<file path="src/rtl/hacd_cfg_regfile.sv">
// HACD configuration/status register file: single-word req/resp slave in the cfg clock domain.
// Optional error capture (ERR_ADDR, INT_PEND[2], CTRL[3]) is built only when HACD_CFG_ERR_EN is defined.
module hacd_cfg_regfile #(
  parameter logic [31:0] HACD_ID   = 32'h4841_4344,
  parameter int unsigned EVT_CNT_W = 32
) (
  input  logic        cfg_clk_i,
  input  logic        cfg_rst_ni,
  input  logic        req_valid_i,
  input  logic        req_write_i,
  input  logic [31:0] req_addr_i,
  input  logic [31:0] req_wdata_i,
  input  logic [3:0]  req_wstrb_i,
  output logic        resp_ready_o,
  output logic [31:0] resp_rdata_o,
  input  logic        infl_evt_i,
  input  logic        defl_evt_i,
  input  logic [15:0] status_i,
  output logic        ctrl_enable_o,
  output logic [3:0]  ctrl_mode_o,
  output logic [31:0] low_wm_o,
  output logic [31:0] high_wm_o,
  output logic [63:0] attr_base_o,
  output logic        infl_interrupt_o,
  output logic        defl_interrupt_o
);

  localparam logic [5:0] OFF_CTRL   = 6'h00;
  localparam logic [5:0] OFF_STATUS = 6'h01;
  localparam logic [5:0] OFF_PEND   = 6'h02;
  localparam logic [5:0] OFF_LOW    = 6'h03;
  localparam logic [5:0] OFF_HIGH   = 6'h04;
  localparam logic [5:0] OFF_ALO    = 6'h05;
  localparam logic [5:0] OFF_AHI    = 6'h06;
  localparam logic [5:0] OFF_EVT    = 6'h07;
  localparam logic [5:0] OFF_ID     = 6'h08;

`ifdef HACD_CFG_ERR_EN
  localparam logic [5:0] OFF_ERR   = 6'h09;
  localparam logic [5:0] OFF_LAST  = OFF_ERR;
  localparam int         PEND_W    = 3;
  localparam logic [7:0] CTRL_MASK = 8'hFF;
`else
  localparam logic [5:0] OFF_LAST  = OFF_ID;
  localparam int         PEND_W    = 2;
  localparam logic [7:0] CTRL_MASK = 8'hF7;
`endif

  logic [7:0]           ctrl_q;
  logic [PEND_W-1:0]    pend_q, pend_clr, pend_set;
  logic [31:0]          low_wm_q, high_wm_q, attr_lo_q, attr_hi_q;
  logic [EVT_CNT_W-1:0] evt_cnt_q;
  logic                 ready_q, infl_irq_q, defl_irq_q;
  logic [31:0]          rdata_mux;

  logic [5:0] offset;
  logic       in_page, mapped, accept, wr_en, cnt_inc, unmapped_acc;
  logic       unused_addr_lsb;

  assign offset          = req_addr_i[7:2];
  assign in_page         = (req_addr_i[31:8] == 24'd0);
  assign mapped          = in_page && (offset <= OFF_LAST);
  assign accept          = req_valid_i && ready_q;
  assign wr_en           = accept && req_write_i && mapped;
  assign unmapped_acc    = accept && !mapped;
  assign cnt_inc         = infl_evt_i && ctrl_q[0];
  assign unused_addr_lsb = ^req_addr_i[1:0];

  function automatic logic [31:0] merge_bytes(input logic [31:0] old_val,
                                              input logic [31:0] wdata,
                                              input logic [3:0]  wstrb);
    logic [31:0] res;
    for (int b = 0; b < 4; b++) begin
      res[8*b +: 8] = wstrb[b] ? wdata[8*b +: 8] : old_val[8*b +: 8];
    end
    return res;
  endfunction

  // W1C clear and event set resolved so that a same-cycle event keeps the bit set.
  always_comb begin
    pend_clr = '0;
    if (wr_en && offset == OFF_PEND && req_wstrb_i[0]) begin
      pend_clr = req_wdata_i[PEND_W-1:0];
    end
    pend_set    = '0;
    pend_set[0] = infl_evt_i;
    pend_set[1] = defl_evt_i;
`ifdef HACD_CFG_ERR_EN
    pend_set[2] = unmapped_acc;
`endif
  end

  // NOTE: sequential state uses non-blocking assignments so every flop samples pre-edge values.
  always_ff @(posedge cfg_clk_i or negedge cfg_rst_ni) begin
    if (!cfg_rst_ni) begin
      ready_q    <= 1'b0;
      ctrl_q     <= '0;
      pend_q     <= '0;
      low_wm_q   <= '0;
      high_wm_q  <= '0;
      attr_lo_q  <= '0;
      attr_hi_q  <= '0;
      evt_cnt_q  <= '0;
      infl_irq_q <= 1'b0;
      defl_irq_q <= 1'b0;
    end else begin
      ready_q <= 1'b1;
      if (wr_en && offset == OFF_CTRL && req_wstrb_i[0]) ctrl_q <= req_wdata_i[7:0] & CTRL_MASK;
      if (wr_en && offset == OFF_LOW)  low_wm_q  <= merge_bytes(low_wm_q,  req_wdata_i, req_wstrb_i);
      if (wr_en && offset == OFF_HIGH) high_wm_q <= merge_bytes(high_wm_q, req_wdata_i, req_wstrb_i);
      if (wr_en && offset == OFF_ALO)  attr_lo_q <= merge_bytes(attr_lo_q, req_wdata_i, req_wstrb_i);
      if (wr_en && offset == OFF_AHI)  attr_hi_q <= merge_bytes(attr_hi_q, req_wdata_i, req_wstrb_i);
      pend_q <= (pend_q & ~pend_clr) | pend_set;

      // Any write clears the counter; a same-cycle increment restarts it at 1.
      if (wr_en && offset == OFF_EVT) begin
        evt_cnt_q <= EVT_CNT_W'(cnt_inc);
      end else if (cnt_inc && !(&evt_cnt_q)) begin
        evt_cnt_q <= evt_cnt_q + EVT_CNT_W'(1);
      end

      infl_irq_q <= pend_q[0] & ctrl_q[1];
`ifdef HACD_CFG_ERR_EN
      defl_irq_q <= (pend_q[1] & ctrl_q[2]) | (pend_q[2] & ctrl_q[3]);
`else
      defl_irq_q <= pend_q[1] & ctrl_q[2];
`endif
    end
  end

`ifdef HACD_CFG_ERR_EN
  logic [31:0] err_addr_q;

  // Capture only the first unmapped access since the error bit was last clear.
  always_ff @(posedge cfg_clk_i or negedge cfg_rst_ni) begin
    if (!cfg_rst_ni) begin
      err_addr_q <= '0;
    end else if (unmapped_acc && !pend_q[2]) begin
      err_addr_q <= req_addr_i;
    end
  end
`endif

  // NOTE: rdata_mux gets a default before the case so no latch is inferred for undecoded offsets.
  always_comb begin
    rdata_mux = '0;
    if (in_page) begin
      case (offset)
        OFF_CTRL:   rdata_mux[7:0]           = ctrl_q;
        OFF_STATUS: rdata_mux[15:0]          = status_i;
        OFF_PEND:   rdata_mux[PEND_W-1:0]    = pend_q;
        OFF_LOW:    rdata_mux                = low_wm_q;
        OFF_HIGH:   rdata_mux                = high_wm_q;
        OFF_ALO:    rdata_mux                = attr_lo_q;
        OFF_AHI:    rdata_mux                = attr_hi_q;
        OFF_EVT:    rdata_mux[EVT_CNT_W-1:0] = evt_cnt_q;
        OFF_ID:     rdata_mux                = HACD_ID;
`ifdef HACD_CFG_ERR_EN
        OFF_ERR:    rdata_mux                = err_addr_q;
`endif
        default:    rdata_mux                = '0;
      endcase
    end
  end

  assign resp_ready_o     = ready_q;
  assign resp_rdata_o     = (accept && !req_write_i) ? rdata_mux : 32'd0;
  assign ctrl_enable_o    = ctrl_q[0];
  assign ctrl_mode_o      = ctrl_q[7:4];
  assign low_wm_o         = low_wm_q;
  assign high_wm_o        = high_wm_q;
  assign attr_base_o      = {attr_hi_q, attr_lo_q};
  assign infl_interrupt_o = infl_irq_q;
  assign defl_interrupt_o = defl_irq_q;

endmodule
</file>
<file path="config.mk">
export PLATFORM = sky130hd
export DESIGN_NAME = hacd_cfg_regfile
export DESIGN_NICKNAME = d
export VERILOG_FILES = /design/src/rtl/hacd_cfg_regfile.sv
export SDC_FILE = /design/constraint.sdc
export NUM_CORES = 1
export LEC_CHECK = 0
export CELL_PAD_IN_SITES_DETAIL_PLACEMENT = 1
export CELL_PAD_IN_SITES_GLOBAL_PLACEMENT = 1
export CORE_AREA = 8 8 168 170
export DETAILED_ROUTE_END_ITERATION = 6
export DIE_AREA = 0 0 176 178
export PLACE_DENSITY_LB_ADDON = 0.1
export SYNTH_ARGS = -nofsm -noshare
export SYNTH_HDL_FRONTEND = slang
export SYNTH_SLANG_ARGS = --single-unit
</file>
<file path="constraint.sdc">
create_clock -name cfg_clk_i -period 4 [get_ports cfg_clk_i]
set_input_delay 0.8 -clock cfg_clk_i [delete_from_list [all_inputs] [get_ports cfg_clk_i]]
set_output_delay 0.8 -clock cfg_clk_i [all_outputs]
set_load 0.05 [all_outputs]
</file>
==> flow_summary.json, run 1 <==
{
  "die_area_um2": 31300,
  "synthTopCellsByArea": "dfrtp_1 (49%), mux2_2 (19%), a22oi_1 (4.3%)",
  "synth_cell_types": 61,
  "antenna_found_initial": 5,
  "cts.reportedPaths.clkPinSlew_ps": 70,
  "drive_above_1_share_pct": 28.7,
  "synth_top_area_share_pct": 49.2,
  "gp_congestion": 0.806,
  "yosys_warnings": 0,
  "htreeDepth": 4,
  "synth_area_um2": 8750,
  "ys_async_sr_fraction_pct": 100,
  "grt_pass1_wl_um": 51700,
  "core_um2": 25600,
  "power_density_nw_per_um2": 282,
  "routedWlPerCell_um": 24.9,
  "critPathBufInv": 2,
  "grt_overflow_total": 0,
  "hold_class": "input port to async pin",
  "rows": 59,
  "fillCellCount": 2699,
  "critPathTopFamily": "simple AND/OR/NAND/NOR gates",
  "synth_edf_count": 0,
  "worstSetupPathType": "input port to output port",
  "dieWidth_um": 176,
  "period_needed_ps": 3940,
  "p_clk_share_pct": 45.9,
  "report.final.slew_viol_count": 0,
  "drcViolationCount": 0,
  "cts_tree": "done",
  "clock_path_buffers": 2,
  "fin_area_um2": 12800,
  "initial_core_util_pct": 34.2,
  "cts_inserted_buffers": 17,
  "pwr-share-comb_pct": 6.0,
  "dpl_cell_area_um2": 12200,
  "die_y_um": 178,
  "ant_nets": 0,
  "critPathSlowestCell": "or4_1",
  "tightest_slew_ps": 776,
  "cp-end-kind": "output port",
  "finalPower_w": 0.00362,
  "viasPerCell": 5.47,
  "syn_to_final_growth_pct": 46.6,
  "cts.sinks": 172,
  "status": "finished, final reports clean",
  "via_count": 7445,
  "p_leak_nw": 5.45,
  "arrival_ps": 3140,
  "setup-violations-final": 0,
  "drv_cap": 0,
  "fin_nets": 1104,
  "cp-start-kind": "input port",
  "swShare_pct": 24.5,
  "grt_pass1_vias": 8234,
  "post-synth-top-area-cell": "dfrtp_1",
  "ir_drop_uv": 273,
  "holdBufCountCts": 0,
  "p_int_w": 0.00273,
  "r2r_cells": 5,
  "dr.first_iter.drc_count": 456,
  "portBuffers": 255,
  "syn-num-nets": 832,
  "wl_um": 33900,
  "switching_power_w": 0.000886,
  "grt_use_total_pct": 21.7,
  "worstPathRequired_ps": 3200,
  "cts-root-buf": "clkbuf_16",
  "instances_no_fill": 1361,
  "dp_hpwl_um": 25300,
  "clock_skew_ps": 14.8,
  "postCtsSetupBuffers": 0,
  "syn_area_per_cell_um2": 11.8,
  "clock_latency_ps": 430,
  "worst-path-max-fanout": 6,
  "rsz0062_at_grt": "true",
  "yosysSeqAreaShare_pct": 49.2,
  "max_stage_delay_ps": 610,
  "numPlacedInstances": 1329,
  "grt_max_degree": 108,
  "io_pins": 258,
  "synth_seq_cells": 172,
  "fmax_mhz": 254,
  "critical_path_depth": 6,
  "crit_path_cell_trace": "clkdlybuf4s50_1 -> or4_1 -> or2_2 -> a211o_1 -> a21oi_1 -> buf_12",
  "syn_inst": 741,
  "seq_power_share_pct": 48.0,
  "slew_headroom_pct": 48.0,
  "firstDrtPassIters": 4,
  "synth_top_flop_cell": "dfrtp_1",
  "period_share_pct": 98.4,
  "hold_viol": 0
}
metrics by stage:
| stage | util [%] | setup WS, ps | hold slack, ps | setup TNS [ps] |
|---|---|---|---|---|
| after floorplan | - | -372 | 458 | -744 |
| after global placement | 47.6 | 73.8 | 478 | 0 |
| after detailed placement | 47.6 | -55.2 | 493 | -115 |
| after CTS | 49.9 | 54.5 | 236 | 0 |
| after global routing | 50.1 | -5.40 | 245 | -5.40 |
| final | 50.1 | 63.7 | 235 | 0 |
cells in the mapped netlist, drive strengths merged, types with 2 or more instances:
master,count
a2111oi,5
a211o,2
a211oi,3
a21o,2
a21oi,27
a221oi,18
a22o,2
a22oi,50
a31oi,13
and2,6
and3,5
and4,4
buf,16
clkbuf,25
dfrtp,172
inv,7
mux2,149
mux2i,6
mux4,3
nand2,26
nand2b,2
nand3,11
nand3b,2
nand4,25
nor2,62
nor2b,3
nor3,16
nor4,10
nor4b,2
o2111ai,2
o211ai,3
o21ai,11
o31ai,6
or2,3
or3,7
or4,11
xnor2,10
xor2,7
cell usage in the layout, fill, tap and decap left out, types with 7 or more instances in the layout:
cell               n
nor2_1            59
buf_4             36
a22oi_1           50
xnor2_1           10
or3_1              7
or4_1             11
a31oi_1            7
nand2_1           26
dfrtp_1          172
clkbuf_16         17
a221oi_1          18
buf_12            35
nand4_1           21
clkdlybuf4s50_1  220
a21oi_1           26
inv_1              7
nor3_4            12
nor4_1             7
o21ai_0           10
xor2_1             7
mux2_2           148
nand3_1           11
sequential cells by signal, indices dropped and copies added (netlist names):
name and count:
low_wm_o 32, pend_q 2, ctrl_q 7, evt_cnt_q 32, defl_interrupt_o 1, high_wm_o 32
attr_lo_q 32, resp_ready_o 1, attr_hi_q 32, infl_interrupt_o 1
path summary, 6_finish.rpt:
path                               startpoint              end  slack [ps]
max in group asynchronous          cfg_rst_ni    evt_cnt_q[19]        2800
worst max-delay path            req_addr_i[5]  resp_rdata_o[5]          60
min in group cfg_clk_i              pend_q[1]        pend_q[1]         510
worst min register to register      pend_q[1]        pend_q[1]         510
worst min-delay path               cfg_rst_ni        ctrl_q[7]         240
worst max register to register  evt_cnt_q[22]     evt_cnt_q[1]        1510
cells by family after synthesis:
logic type / share of synthesized area [%]
buffers and inverters: 2.46
AO/OA/AOI/OAI: 12.0
other: 0.0429
AND/OR/NAND/NOR: 13.8
flip-flops: 49.2
multiplexers: 20.6
XOR/XNOR: 1.70
adder cells (fa/ha/maj): 0.143
cell type report:
class,count,area (um2),share of cell area (%)
Multi-Input combinational cell,521,4310,33.6
Sequential cell,172,4300,33.5
Timing Repair Buffer,294,3200,25.0
Clock buffer,19,443,3.45
Tap cell,335,419,3.27
Clock inverter,12,129,1.00
Inverter,7,26.3,0.205
Antenna cell,1,2.50,0.0195
routing by layer:
layer,part of all wire [%],GRT usage (%),up-vias
met5,0.15,0,-
met4,1.5,5.79,8
met3,6.1,6.05,34
met2,49,36.3,189
met1,43,27.2,3838
li1,-,-,3376
power groups by stage:
stage / registers (W) / clock network [W] / logic [W]
after floorplan: 0.00177 / 0 / 0.0000443
after global placement: 0.00177 / 0 / 0.000219
after detailed placement: 0.00177 / 0 / 0.000220
after CTS: 0.00174 / 0.00171 / 0.000220
after global routing: 0.00174 / 0.00177 / 0.000237
final: 0.00174 / 0.00166 / 0.000218
repair_timing:
item,in CTS,in global routing
endpoints found under the hold margin,0,0
pin swaps,0,0
resized for setup,3,8
endpoints found under the setup margin,6,17
No activity file was read; power rests on OpenSTA's default activity.
==> run 2: changes to the inputs <==
--- a/config.mk
+++ b/config.mk
@@ -12,2 +12,3 @@
 export DIE_AREA = 0 0 176 178
+export MAX_ROUTING_LAYER = met4
 export PLACE_DENSITY_LB_ADDON = 0.1
--- a/constraint.sdc
+++ b/constraint.sdc
@@ -3,2 +3,2 @@
 set_output_delay 0.8 -clock cfg_clk_i [all_outputs]
-set_load 0.05 [all_outputs]
+set_load 0.02 [all_outputs]
==> run 2 against run 1 <==
Combinational power up 5%. First-iteration DRC count shrank 10%. Register-to-register slack got worse by 200 ps. Total power grew 2.4%. Final cell count increased by 1.5%. Clock power up 5%. Die area unchanged. Setup slack lost 1.1 ps. Hold slack gained 120 ps. Largest power group unchanged.
==> flow_summary.json, run 2 (same netlist as run 1, synthesis figures left out) <==
{
  "arrival_ps": 3140,
  "holdWs_ps": 355,
  "clock_skew_ps": 19.9,
  "rows": 59,
  "clock_path_buffers": 2,
  "portBuffers": 255,
  "critPathBufInv": 3,
  "drv_cap": 0,
  "wl_um": 34300,
  "cp-start-kind": "input port",
  "drive_above_1_share_pct": 28.6,
  "dpl_cell_area_um2": 12000,
  "wl_met3_um": 1760,
  "dr.first_iter.drc_count": 409,
  "critical_path_depth": 8,
  "endpoint": "resp_rdata_o[2]",
  "cts.sinks": 172,
  "grt_max_degree": 61,
  "antenna_found_initial": 3,
  "hold_class": "input port to async pin",
  "hold_viol": 0,
  "top_layer_used": "met4",
  "drcViolationCount": 0,
  "routedWlPerCell_um": 24.8,
  "fmax_mhz": 254,
  "setup-violations-final": 0,
  "period_needed_ps": 3940,
  "gp_congestion": 0.831,
  "io_pins": 258,
  "p_leak_nw": 5.45,
  "fin_util_pct": 49.3,
  "worstSetupPathType": "input port to output port",
  "syn_to_final_growth_pct": 44.3,
  "power_density_nw_per_um2": 294,
  "seqCellArea_um2": 4300,
  "crit_path_cell_trace": "clkdlybuf4s50_1 -> nor4bb_2 -> nand4_1 -> or2_1 -> buf_4 -> a211o_2 -> a31oi_1 -> clkdlybuf4s15_2",
  "critPathTopFamily": "simple AND/OR/NAND/NOR gates",
  "dp_hpwl_um": 25700,
  "core_um2": 25600,
  "r2r_slack_ps": 1310,
  "report.final.slew_viol_count": 0,
  "cts-root-buf": "clkbuf_16",
  "grt_use_total_pct": 22.6,
  "worst-path-max-fanout": 6,
  "layout_common_cells": "clkdlybuf4s50_1 (221), dfrtp_1 (172), mux2_2 (148), nor2_1 (59), buf_4 (52)",
  "via_count": 7551,
  "tightest_slew_ps": 909,
  "reg2reg_from": "resp_ready_o",
  "ir_drop_uv": 218,
  "holdBufCountCts": 0,
  "cts_tree": "done",
  "die_area_um2": 31300,
  "htreeDepth": 4,
  "critPathLaunch": "req_addr_i[9]",
  "multiInputGateArea_um2": 4280,
  "max_stage_delay_ps": 410,
  "status": "finished, final reports clean",
  "dieWidth_um": 176,
  "period_share_pct": 98.4,
  "clock_latency_ps": 440,
  "finalPower_w": 0.00371,
  "slew_headroom_pct": 39.0,
  "postCtsSetupBuffers": 0,
  "rsz0062_at_grt": "false",
  "firstDrtPassIters": 4,
  "critPathSlowestCell": "clkdlybuf4s50_1",
  "wl_met2_um": 17300,
  "grt_pass1_wl_um": 52500,
  "r2r_cells": 7,
  "cts_inserted_buffers": 17,
  "viasPerCell": 5.47,
  "ant_nets": 0,
  "fin_area_um2": 12600,
  "cts.reportedPaths.clkPinSlew_ps": 70,
  "final_common_cell": "clkdlybuf4s50_1",
  "cp-end-kind": "output port",
  "fin_nets": 1121,
  "drt-met1-wl_um": 14900,
  "worstReg2RegEnd": "attr_lo_q[27]",
  "die_y_um": 178,
  "grt_overflow_total": 0,
  "worstPathRequired_ps": 3200,
  "grt_pass1_vias": 8423,
  "fillCellCount": 2726,
  "initial_core_util_pct": 34.2
}
-- run 2: cell count changes in the layout (fill, tap and decap cells not counted), sizes merged, moves of 2 or more --
| cell | change |
|---|---|
| buf | -8 |
| clkbuf | +4 |
| diode | +2 |
| clkinvlp | +2 |
| clkdlybuf4s15 | +16 |
| dlygate4sd2 | +3 |
-- run 2: how the worst min path moves through the flow --
stage	startpoint	endpoint
2_1_floorplan	pend_q[1]	pend_q[1]
3_3_place_gp	pend_q[1]	pend_q[1]
3_5_place_dp	pend_q[1]	pend_q[1]
4_1_cts	cfg_rst_ni	ctrl_q[7]
5_1_grt	cfg_rst_ni	ctrl_q[5]
6_report	cfg_rst_ni	ctrl_q[5]
-- run 2: cell type report --
type                       instances  share of cell area [%]
sequential                       172                    34.1
multi-input combinational        521                    33.9
timing repair buffer             311                    23.6
clock buffer                      18                    3.40
tap                              335                    3.32
clock inverter                    14                    1.40
inverter                           7                   0.208
antenna                            3                  0.0595
-- run 2: layer usage --
| metal | vias to the layer above | global-route usage, % |
|---|---|---|
| met5 | - | - |
| met4 | 0 | 4.59 |
| met3 | 17 | 5.80 |
| met2 | 151 | 37.7 |
| met1 | 3979 | 27.5 |
| li1 | 3404 | - |
-- run 2: stage by stage --
step / setup slack [ps] / TNS, ps / instances
6_report: 62.6 / 0 / 1381
5_1_grt: 1.01 / 0 / 1381
4_1_cts: 6.16 / 0 / 1378
3_5_place_dp: -404 / -9760 / 1346
3_3_place_gp: -330 / -7560 / 1346
2_1_floorplan: 294 / 0 / 741
-- run 2: power by group --
part | switching, W | leakage, nW | internal (W)
clock network | 0.000791 | 0.287 | 0.000949
registers | 0.000000244 | 2.38 | 0.00174
logic | 0.000119 | 2.78 | 0.000110
total | 0.000910 | 5.45 | 0.00280
-- run 2: repair_timing --
| action | in CTS | in global routing |
|---|---|---|
| endpoints found under the setup margin | 32 | 31 |
| hold endpoints to repair | 0 | 0 |
| gates resized for setup | 84 | 25 |
| cloned | 0 | 0 |
| pin swaps | 1 | 1 |
==> run 3: changes to the inputs <==
CAP_MARGIN = 20   (was default)
SETUP_SLACK_MARGIN = 0.1   (was default)
==> run 3 against run 2 <==
Count of clock-buffer cells in the layout unchanged. Combinational power about the same. Sequential power about the same. Routed wire length decreased by 0.28%. Critical path type unchanged. Design area decreased by 0.32%.
==> flow_summary.json, run 3 (same netlist as run 1, synthesis figures left out) <==
{
  "holdWs_ps": 354,
  "p_leak_nw": 5.46,
  "seq_power_share_pct": 46.9,
  "clock_latency_ps": 440,
  "cts.reportedPaths.clkPinSlew_ps": 70,
  "power_density_nw_per_um2": 295,
  "cts-root-buf": "clkbuf_16",
  "switching_power_w": 0.000912,
  "viasPerCell": 5.50,
  "p_int_w": 0.00280,
  "ant_nets": 0,
  "portBuffers": 255,
  "fmax_mhz": 259,
  "cp-end-kind": "output port",
  "p_clk_share_pct": 46.9,
  "period_needed_ps": 3860,
  "io_pins": 258,
  "die_area_um2": 31300,
  "finalSetupTns_ps": 0,
  "worst-path-max-fanout": 8,
  "r2r_slack_ps": 1320,
  "syn_to_final_growth_pct": 43.8,
  "tightest_slew_ps": 904,
  "grt_overflow_total": 0,
  "dr.first_iter.drc_count": 470,
  "clock_skew_ps": 19.0,
  "dp_hpwl_um": 25700,
  "routedWlPerCell_um": 24.7,
  "worstPathRequired_ps": 3200,
  "wl_um": 34200,
  "pwr-share-comb_pct": 6.2,
  "setup-violations-final": 0,
  "clock_path_buffers": 2,
  "reg2reg_from": "resp_ready_o",
  "cp-start-kind": "input port",
  "initial_core_util_pct": 34.2,
  "layout_common_cells": "clkdlybuf4s50_1 (221), dfrtp_1 (172), mux2_2 (148), nor2_1 (59), buf_4 (56)",
  "r2r_cells": 7,
  "slew_headroom_pct": 39.4,
  "grt_pass1_wl_um": 52500,
  "cts_tree": "done",
  "rsz0062_at_grt": "true",
  "swShare_pct": 24.6,
  "report.final.slew_viol_count": 0,
  "antenna_found_initial": 3,
  "htreeDepth": 4,
  "via_count": 7602,
  "dieWidth_um": 176,
  "rows": 59,
  "drcViolationCount": 0,
  "status": "finished, final reports clean",
  "cts.sinks": 172,
  "firstDrtPassIters": 4,
  "cts_inserted_buffers": 17,
  "die_y_um": 178,
  "core_um2": 25600,
  "worstSetupPathType": "input port to output port",
  "period_share_pct": 96.5,
  "drive_above_1_share_pct": 29.8,
  "grt_max_degree": 61,
  "hold_viol": 0,
  "gp_congestion": 0.831,
  "hold_class": "input port to async pin",
  "final_common_cell": "clkdlybuf4s50_1",
  "arrival_ps": 3060,
  "worstReg2RegEnd": "attr_lo_q[27]",
  "fin_nets": 1121,
  "grt_use_total_pct": 22.6,
  "grt_pass1_vias": 8411,
  "ir_drop_uv": 220,
  "drv_cap": 0
}
[run 3: cell types whose count changed in the layout (fill, tap and decap cells not counted), sizes merged]
cell           before  now
dlygate4sd1         1    0
dlygate4sd2         3    0
clkdlybuf4s15      16    6
clkbuf             23   18
buf                65   84
[run 3: worst max-delay path: stages]
cell and delay, ps:
clkdlybuf4s50_1 410, nor4bb_2 320, nand4_1 250, or2_1 300, buf_4 160, a211o_4 360, a31oi_1 170, clkdlybuf4s15_2 290
[run 3: repair_timing]
| item | in CTS | in global routing |
|---|---|---|
| setup buffers | 0 | 0 |
| resized for setup | 134 | 18 |
| pin swaps | 2 | 1 |
| endpoints found under the setup margin | 32 | 28 |
| hold buffers | 0 | 0 |
[run 3: power by group through the flow]
stage	Clock, W	Combinational (W)	Sequential [W]
final	0.00174	0.000229	0.00174
after CTS	0.00178	0.000230	0.00174
after detailed placement	0	0.000228	0.00177
after global placement	0	0.000227	0.00177
after global routing	0.00185	0.000247	0.00174
after floorplan	0	0.0000441	0.00177
[run 3: final cells by class]
cell class / instances / area (um2)
inverters: 7 / 26.3
flip-flops and latches: 172 / 4300
clock inverters: 14 / 176
multi-input cells: 521 / 4300
diodes: 3 / 7.51
fillers: 2739 / 13000
clock buffers: 18 / 429
well taps: 335 / 419
repair buffers: 311 / 2920
[run 3: stage by stage]
stage,area [um2],util (%),setup slack (ps),std cells,power [W]
after floorplan,8750,-,294,741,0.00182
after global placement,12000,47.0,-330,1346,0.00200
after detailed placement,12000,47.0,-404,1346,0.00200
after CTS,12600,49.1,57.2,1378,0.00375
after global routing,12600,49.1,35.1,1381,0.00383
final,12600,49.1,140,1381,0.00371
[run 3: how the worst max path moves through the flow]
stage | slack (ps) | end | startpoint
after detailed placement | -400 | resp_rdata_o[1] | req_addr_i[9]
after CTS | 60 | resp_rdata_o[10] | req_addr_i[9]
after global routing | 40 | resp_rdata_o[10] | req_addr_i[5]
final | 140 | resp_rdata_o[10] | req_addr_i[9]
after global placement | -330 | resp_rdata_o[27] | req_addr_i[9]
after floorplan | 290 | resp_rdata_o[0] | req_addr_i[13]
[run 3: layer usage]
| metal | part of all wire, % | vias to the layer above | GRT usage (%) |
|---|---|---|---|
| met1 | 43 | 4011 | 27.6 |
| met4 | 1.1 | 0 | 4.59 |
| li1 | - | 3408 | - |
| met5 | 0 | - | - |
| met3 | 5.8 | 18 | 5.78 |
| met2 | 50 | 165 | 37.7 |
